$ cat config.mk
export PLATFORM = sky130hd
export DESIGN_NAME = qq_req_arbiter
export DESIGN_NICKNAME = d
export VERILOG_FILES = /design/src/rtl/qq_pkg.sv /design/src/rtl/rr_arbiter.sv /design/src/rtl/qq_req_arbiter.sv
export SDC_FILE = /design/constraint.sdc
export NUM_CORES = 1
export LEC_CHECK = 0
export ABC_AREA = 1
export CORE_MARGIN = 1.5
export CORE_UTILIZATION = 48
export DETAILED_ROUTE_END_ITERATION = 10
export PLACE_DENSITY = 0.8
export SYNTH_ARGS = -nofsm -noshare
export SYNTH_HDL_FRONTEND = slang
export SYNTH_HIERARCHICAL = 1
export SYNTH_SLANG_ARGS = --single-unit
$ cat constraint.sdc
create_clock -name clk -period 3.2 [get_ports clk]
set_input_delay 0.64 -clock clk [delete_from_list [all_inputs] [get_ports clk]]
set_output_delay 0.64 -clock clk [all_outputs]
set_load 0.02 [all_outputs]
$ cat src/rtl/qq_pkg.sv
// Shared types for the QuickQ request scheduler: FSM state encoding and op codes.
package qq_pkg;

  typedef enum logic [1:0] {
    StIdle,
    StIssue,
    StWait,
    StResp
  } qq_state_e;

  localparam logic OP_ENQ = 1'b0;
  localparam logic OP_DEQ = 1'b1;

  // An enqueue needs a free slot, a dequeue needs a stored entry.
  function automatic logic op_legal(input logic op, input logic full, input logic empty);
    return (op == OP_ENQ) ? !full : !empty;
  endfunction

endpackage

$ cat src/rtl/rr_arbiter.sv
// Round-robin arbiter: one-hot grant from a request vector, search starting at a rotating pointer.
module rr_arbiter #(
  parameter int unsigned NREQ = 4
) (
  input  logic                    clk,
  input  logic                    rst,
  input  logic [NREQ-1:0]         req,
  input  logic                    advance,
  output logic [NREQ-1:0]         gnt,
  output logic [$clog2(NREQ)-1:0] gnt_idx
);

  localparam int unsigned IW = $clog2(NREQ);

  logic [IW-1:0] ptr_q, ptr_d;
  logic [IW-1:0] sel;
  logic          found;
  int unsigned   idx;

  always_comb begin
    gnt     = '0;
    gnt_idx = '0;
    found   = 1'b0;
    idx     = 0;
    sel     = '0;
    for (int unsigned i = 0; i < NREQ; i++) begin
      idx = (32'(ptr_q) + i) % NREQ;
      sel = IW'(idx);
      if (!found && req[sel]) begin
        found      = 1'b1;
        gnt[sel]   = 1'b1;
        gnt_idx    = sel;
      end
    end
  end

  // Pointer moves just past the winner so it has lowest priority next round.
  always_comb begin
    ptr_d = ptr_q;
    if (advance && found) begin
      ptr_d = (gnt_idx == IW'(NREQ - 1)) ? '0 : gnt_idx + IW'(1);
    end
  end

  always_ff @(posedge clk or posedge rst) begin
    if (rst) begin
      ptr_q <= '0;
    end else begin
      ptr_q <= ptr_d;
    end
  end

endmodule

$ cat src/rtl/qq_req_arbiter.sv
// Request scheduler sharing one QuickQ enqueue/dequeue port among NREQ requesters.
// Optional watchdog in WAIT enabled by defining QQ_ARB_TIMEOUT_EN.
module qq_req_arbiter
  import qq_pkg::*;
#(
  parameter int unsigned NREQ    = 4,
  parameter int unsigned KW      = 8,
  parameter int unsigned DEPTH   = 16,
  parameter int unsigned TIMEOUT = 64
) (
  input  logic                       clk,
  input  logic                       rst,
  input  logic [NREQ-1:0]            req_valid,
  input  logic [NREQ-1:0]            req_op,
  input  logic [NREQ*KW-1:0]         req_key,
  output logic [NREQ-1:0]            req_ready,
  output logic                       q_enq,
  output logic                       q_deq,
  output logic [KW-1:0]              q_key,
  input  logic                       q_done,
  input  logic [KW-1:0]              q_dout,
  output logic                       rsp_valid,
  output logic [$clog2(NREQ)-1:0]    rsp_id,
  output logic [KW-1:0]              rsp_key,
  output logic                       rsp_err,
  output logic [$clog2(DEPTH+1)-1:0] count
);

  localparam int unsigned IW = $clog2(NREQ);
  localparam int unsigned CW = $clog2(DEPTH + 1);
  localparam logic [CW-1:0] CountFull = CW'(DEPTH);

  if (NREQ < 2 || NREQ > 8) begin : g_bad_nreq
    $error("NREQ must be in 2..8");
  end
  if (TIMEOUT < 1) begin : g_bad_timeout
    $error("TIMEOUT must be at least 1");
  end

  qq_state_e     state_q, state_d;
  logic [IW-1:0] id_q, id_d;
  logic          op_q, op_d;
  logic [KW-1:0] key_q, key_d;
  logic          err_q, err_d;
  logic [CW-1:0] count_q, count_d;
  logic          q_enq_q, q_enq_d;
  logic          q_deq_q, q_deq_d;
  logic [KW-1:0] q_key_q, q_key_d;
  logic          rsp_valid_q, rsp_valid_d;
  logic [IW-1:0] rsp_id_q, rsp_id_d;
  logic [KW-1:0] rsp_key_q, rsp_key_d;
  logic          rsp_err_q, rsp_err_d;

`ifdef QQ_ARB_TIMEOUT_EN
  localparam int unsigned WdW = $clog2(TIMEOUT + 1);
  localparam logic [WdW-1:0] WdLast = WdW'(TIMEOUT - 1);
  logic [WdW-1:0] wd_q, wd_d;
`endif

  logic [NREQ-1:0] gnt;
  logic [IW-1:0]   gnt_idx;
  logic            in_idle;
  logic            gnt_op;
  logic [KW-1:0]   gnt_key;
  logic            legal;

  assign in_idle = (state_q == StIdle);

  rr_arbiter #(
    .NREQ(NREQ)
  ) u_rr_arbiter (
    .clk    (clk),
    .rst    (rst),
    .req    (req_valid),
    .advance(in_idle),
    .gnt    (gnt),
    .gnt_idx(gnt_idx)
  );

  // Grant is only offered while idle; reset masks it immediately.
  assign req_ready = (in_idle && !rst) ? gnt : '0;
  assign gnt_op    = req_op[gnt_idx];
  assign gnt_key   = req_key[32'(gnt_idx) * KW +: KW];
  assign legal     = op_legal(gnt_op, count_q == CountFull, count_q == '0);

  always_comb begin
    state_d     = state_q;
    id_d        = id_q;
    op_d        = op_q;
    key_d       = key_q;
    err_d       = err_q;
    count_d     = count_q;
    q_enq_d     = 1'b0;
    q_deq_d     = 1'b0;
    q_key_d     = q_key_q;
    rsp_valid_d = 1'b0;
    rsp_id_d    = rsp_id_q;
    rsp_key_d   = rsp_key_q;
    rsp_err_d   = rsp_err_q;
`ifdef QQ_ARB_TIMEOUT_EN
    wd_d        = wd_q;
`endif
    unique case (state_q)
      StIdle: begin
        if (|req_valid) begin
          id_d    = gnt_idx;
          op_d    = gnt_op;
          key_d   = gnt_key;
          // Count is stable until WAIT, so legality is settled here and the strobe lands in ISSUE.
          err_d   = !legal;
          q_enq_d = legal && (gnt_op == OP_ENQ);
          q_deq_d = legal && (gnt_op == OP_DEQ);
          if (legal && (gnt_op == OP_ENQ)) begin
            q_key_d = gnt_key;
          end
          state_d = StIssue;
        end
      end
      StIssue: begin
        if (err_q) begin
          rsp_valid_d = 1'b1;
          rsp_id_d    = id_q;
          rsp_key_d   = '0;
          rsp_err_d   = 1'b1;
          state_d     = StResp;
        end else begin
          state_d = StWait;
        end
`ifdef QQ_ARB_TIMEOUT_EN
        wd_d = '0;
`endif
      end
      StWait: begin
        if (q_done) begin
          count_d     = (op_q == OP_ENQ) ? count_q + CW'(1) : count_q - CW'(1);
          rsp_valid_d = 1'b1;
          rsp_id_d    = id_q;
          rsp_key_d   = (op_q == OP_DEQ) ? q_dout : key_q;
          rsp_err_d   = 1'b0;
          state_d     = StResp;
`ifdef QQ_ARB_TIMEOUT_EN
        end else if (wd_q == WdLast) begin
          rsp_valid_d = 1'b1;
          rsp_id_d    = id_q;
          rsp_key_d   = '0;
          rsp_err_d   = 1'b1;
          state_d     = StResp;
        end else begin
          wd_d = wd_q + WdW'(1);
`endif
        end
      end
      StResp: begin
        state_d = StIdle;
      end
      default: begin
        state_d = StIdle;
      end
    endcase
  end

  always_ff @(posedge clk or posedge rst) begin
    if (rst) begin
      state_q     <= StIdle;
      id_q        <= '0;
      op_q        <= OP_ENQ;
      key_q       <= '0;
      err_q       <= 1'b0;
      count_q     <= '0;
      q_enq_q     <= 1'b0;
      q_deq_q     <= 1'b0;
      q_key_q     <= '0;
      rsp_valid_q <= 1'b0;
      rsp_id_q    <= '0;
      rsp_key_q   <= '0;
      rsp_err_q   <= 1'b0;
`ifdef QQ_ARB_TIMEOUT_EN
      wd_q        <= '0;
`endif
    end else begin
      state_q     <= state_d;
      id_q        <= id_d;
      op_q        <= op_d;
      key_q       <= key_d;
      err_q       <= err_d;
      count_q     <= count_d;
      q_enq_q     <= q_enq_d;
      q_deq_q     <= q_deq_d;
      q_key_q     <= q_key_d;
      rsp_valid_q <= rsp_valid_d;
      rsp_id_q    <= rsp_id_d;
      rsp_key_q   <= rsp_key_d;
      rsp_err_q   <= rsp_err_d;
`ifdef QQ_ARB_TIMEOUT_EN
      wd_q        <= wd_d;
`endif
    end
  end

  assign q_enq     = q_enq_q;
  assign q_deq     = q_deq_q;
  assign q_key     = q_key_q;
  assign rsp_valid = rsp_valid_q;
  assign rsp_id    = rsp_id_q;
  assign rsp_key   = rsp_key_q;
  assign rsp_err   = rsp_err_q;
  assign count     = count_q;

endmodule

* Word-level counts from Yosys, hierarchy flattened
Cells that the tools add are included.
** Cells by class
- Add/sub/neg operators :: 6
- $lt $le $gt $ge :: 9
- Equality and inequality tests :: 8
- Shift-type cells :: 1
- Muxes and demuxes :: 55
- Bitwise logic cells :: 4
- Reductions and logical operators :: 27
** Operators with widths (count)
- indexed part select 32 x 6 -> 8 bit :: 1
- two-way mux 8 bit :: 3
- two-way mux 1 bit :: 23
- two-way mux 4 bit :: 5
- two-way mux 2 bit :: 9
- case mux 8 bit (2 select lines) :: 1
- < comparator 2 x 3 -> 1 bit (second input constant) :: 5
- bitwise OR 4 bit :: 3
- logical AND 1 bit :: 11
- binary-select mux 1 bit (select 2 bit) :: 5
- demux 1 bit (select 2 bit) :: 4
- greater-or-equal comparator 2 x 1 -> 1 bit (second input constant) :: 4
- case mux 2 bit (4 select lines) :: 1
- zero test 1 bit :: 7
- equality test 2 bit (second input constant) :: 3
- AND reduction 2 bit :: 3
- AND reduction 3 bit :: 2
- adder 5 x 1 -> 5 bit (second input constant) :: 1
- equality test 5 bit (second input constant) :: 1
- zero test 5 bit :: 1
- two-way mux 5 bit :: 1
- subtractor 5 x 1 -> 5 bit (second input constant) :: 1
- adder 2 x 1 -> 2 bit (second input constant) :: 2
- adder 2 bit (second input constant) :: 2
- other kinds (9) :: 11
** Word-level totals
- Register bits after elaboration :: 43
- Output and inout bits :: 31
- Logic and storage cells :: 124

* Logic depth before layout (Yosys ltp)
- Depth in word-level cells :: 18
- Mapped depth :: 18
- Mapped depth without buffers :: 16

* Modules after synthesis
The synthesis kept the hierarchy.
** Modules (own cells, without submodules)
- qq_req_arbiter :: instances 1, cells an instance 329, area an instance 2309.7 µm²
- rr_arbiter :: instances 1, cells an instance 90, area an instance 581.8 µm²

* Worst setup path after synthesis
OpenSTA, ideal clock, no wires.
- Path kind :: input-to-output
- From :: input rst
- To :: output req_ready[0]
- Data arrival time :: 2105 ps
- Data required time :: 2560 ps
- Slack :: 455 ps
- Stages on the path :: 3
- Path buffers :: 0
- Cells stage by stage :: inv_1 nand2_1 nor2_1
** On the way
- Cells in the longest elaborated chain, start to end :: 3
** RTL lines
- start: declaration :: line qq_req_arbiter.sv:12 : input logic rst,
- zero test 1 bit (no source line)
- logical AND 1 bit :: line qq_req_arbiter.sv:81 : assign req_ready = (in_idle && !rst) ? gnt : '0;
- two-way mux 4 bit :: line qq_req_arbiter.sv:81
- end: declaration :: line qq_req_arbiter.sv:16 : output logic [NREQ-1:0] req_ready,
No other way between the ends.

* Final worst setup path
- From :: register u_rr_arbiter.ptr_q[1]
- To :: output req_ready[1]
** On the way
- Cells in the longest elaborated chain, start to end :: 13
- Elaborated cells between the ends (all ways) :: 48
** RTL lines
- start: declaration :: line rr_arbiter.sv:15 : logic [IW-1:0] ptr_q, ptr_d;
- start signal: assignment :: line rr_arbiter.sv:49 : ptr_q <= ptr_d;
- parallel branches: the longest is 11 deep, another holds < comparator 2 x 3 -> 1 bit
- two-way mux 4 bit * :: line rr_arbiter.sv:29 : if (!found && req[sel]) begin
- named net gnt[1] :: line qq_req_arbiter.sv:60 : logic [NREQ-1:0] gnt;
- two-way mux 4 bit * :: line qq_req_arbiter.sv:81
Mark *: on every way through the listed nets, which the timed path passes. The select of a mux whose other input is x is not followed.

==> out/metrics.yaml <==
status: "complete, no violations"
final_common_cell: "nand2_1"
synth_nets: 482
fin_crit_sh_pct: 93.1
crit_buf_inv: 5
yosysTopAreaCellShare_pct: 37.2
root_buffer: "clkbuf_8"
grt_use_total_pct: 23.5
crit_fanout: 5
cp_slowest_cell: "dfrtp_1"
synth_top_area_cell: "dfrtp_1"
synth_area_leaders: "dfrtp_1 37%, nand2_1 21%, inv_1 5.5%"
drt_iter0_drc: 153
critPathRequiredTime_ns: 2.56
worst_setup_path_start_kind: "register"
ys_types: 34
cts_buffers: 5
relSlewSlack_pct: 65.5
cts_tree: "done"
p_per_area_nw_per_um2: 1170
finalMaxSlewViolations: 0
wl_met2_um: 3300
fin_area_um2: 3930
start_util_pct: 49.4
syn_to_final_growth_pct: 36.0
synth_cells: 419
clk_pin_slew_ns: 0.08
fmax_mhz: 336
report.power.total_uw: 4600
routabilityCongestion: 0.867
dp_hpwl_um: 5530
timing.final.crit_period_ns: 2.98
cts_setup_buffers: 0
fp.dieW_um: 80.6
vias: 2942
avgSynthCellArea_um2: 6.90
cpMostUsedCell: "inv_1"
nets: 575
htreeDepth: 2
tightestPinTransition_ns: 0.517
drt-pass1-iter-count: 4
wl_per_cell_um: 12.1
cts-resized-gates: 5
die-area_um2: 6500
cts_buffer_depth: 2
post_dp_cell_area_um2: 3840
top_layer: "met4"
criticalPathCategory: "register to output pin"
antennaDiodeCount: 0
synth_area_um2: 2890
wl_met1_um: 3140
setup_viol: 0
ant_nets: 0
cp_cell_sequence: "inv_1 -> ha_1 -> inv_1 -> nand3_2 -> nand2_4 -> inv_2 -> nor2_4 -> nand3_1 -> o21ai_0 -> inv_1 -> nor2_1 -> clkbuf_2"
core_um2: 5850
maxCapViolCount: 0
ctsHoldBuffers: 0
hp-class: "register to register"
insertion_delay_ns: 0.30
globalRouteOverflowTotal: 0
finalClockSkew_ns: 0.0111
vdd_drop_max_mv: 0.578
routed_wl_um: 7100
antenna_found_initial: 0
endpoint_kind: "output pin"
grt_pass1_wl_um: 12000
wl_met3_um: 552
portBuffers: 81
critical-path-top-delay-family: "buffers and inverters"
p_leak_uw: 0.00203
cts.sinks: 43
drive_gt1_share_pct: 11.7
ys_seq_area_share_pct: 37.2
slowest_delay_ns: 0.38
layout_common_cells: "164 x nand2_1, 77 x clkdlybuf4s50_1, 43 x dfrtp_1, 42 x inv_1, 41 x nor2_1"
critPathArrivalTime_ns: 2.34
grt_pass1_vias: 2694
grt_start_max_net_pins: 42
synth_seq_cells: 43
hold_violations: 0
boundaryPins: 82
vias_per_cell: 5.00
final_core_util_pct: 67.2
yosysWarnings: 6
drc: 0
rows: 28
die_height_um: 80.6
rsz0062_at_grt: "no"
==> path summary, 6_finish.rpt <==
path / startpoint / end / slack [ns] / depth (start not counted)
max: u_rr_arbiter/ptr_q[1] / req_ready[1] / 0.22 / 12
min: q_key[5] / q_key[5] / 0.47 / 2
max reg2reg: u_rr_arbiter/ptr_q[1] / q_key[3] / 0.44 / 17
min reg2reg: q_key[5] / q_key[5] / 0.47 / 2
max in group asynchronous: rst / id_q[0] / 1.98 / 3
min in group asynchronous: rst / asynchronous set/reset pin / 0.54 / 2
==> logic make-up (layout without fill, tap and decap cells) <==
group	Yosys count	after routing	synth area share, %
and+or+nand+nor	258	258	39.5
buffers and inverters	57	151	8.57
adders and majority gates	12	12	5.45
DFF	43	43	37.2
xor gates and xnor gates	2	2	0.606
AOI/OAI and AO/OA	47	47	8.70
==> tightest hold or removal path, stage by stage (launching register included) <==
cell	delay [ns]
dfrtp_1	0.35
nand2_1	0.05
nand2_1	0.05
==> per-stage QoR <==
stage	setup TNS, ns	hold slack (ns)	std cells	setup slack (ns)
detailed placement	-0.662	0.458	580	-0.180
global placement	-0.351	0.457	580	-0.0903
finish	0	0.475	588	0.221
floorplan	0	0.381	419	0.455
CTS	0	0.477	588	0.115
global route	0	0.509	588	0.0387
==> flip-flops by register name (all words and copies together), names as in the netlist, 2 cells and up, named ones only <==
| signal | count |
|---|---|
| key_q | 8 |
| id_q | 2 |
| count | 5 |
| rsp_id | 2 |
| state_q | 2 |
| q_key | 8 |
| rsp_key | 8 |
==> layer usage <==
layer	global-route usage, %	vias to the layer above
met5	0	-
met4	6.21	0
met3	5.34	13
met2	38.7	123
met1	30.9	1309
li1	-	1497
==> layout make-up <==
cell class,count,area [um^2]
Fill cell,514,1920
Multi-Input combinational cell,319,1570
Sequential cell,43,1080
Timing Repair Buffer,96,903
Inverter,47,181
Clock buffer,7,96.3
Tap cell,75,93.8
Clock inverter,1,7.51
==> Yosys cell counts (all sizes together) <==
master	instances
o211ai	2
nand3b	1
nand3	33
clkbuf	1
a31o	1
xnor2	1
nand4	2
a21oi	9
nand2	176
o22ai	3
ha	11
nor2	43
xor2	1
inv	47
buf	9
o21ai	32
nor3	1
dfrtp	43
or2	2
fa	1
==> where the power goes <==
part	internal (uW)	switching, uW	total, uW	leakage [uW]
sequential	781	157	938	0.000549
combinational	1230	2060	3280	0.00144
clock	196	185	381	0.0000505
total	2200	2400	4600	0.00203
(Power assumes the default switching activity.)
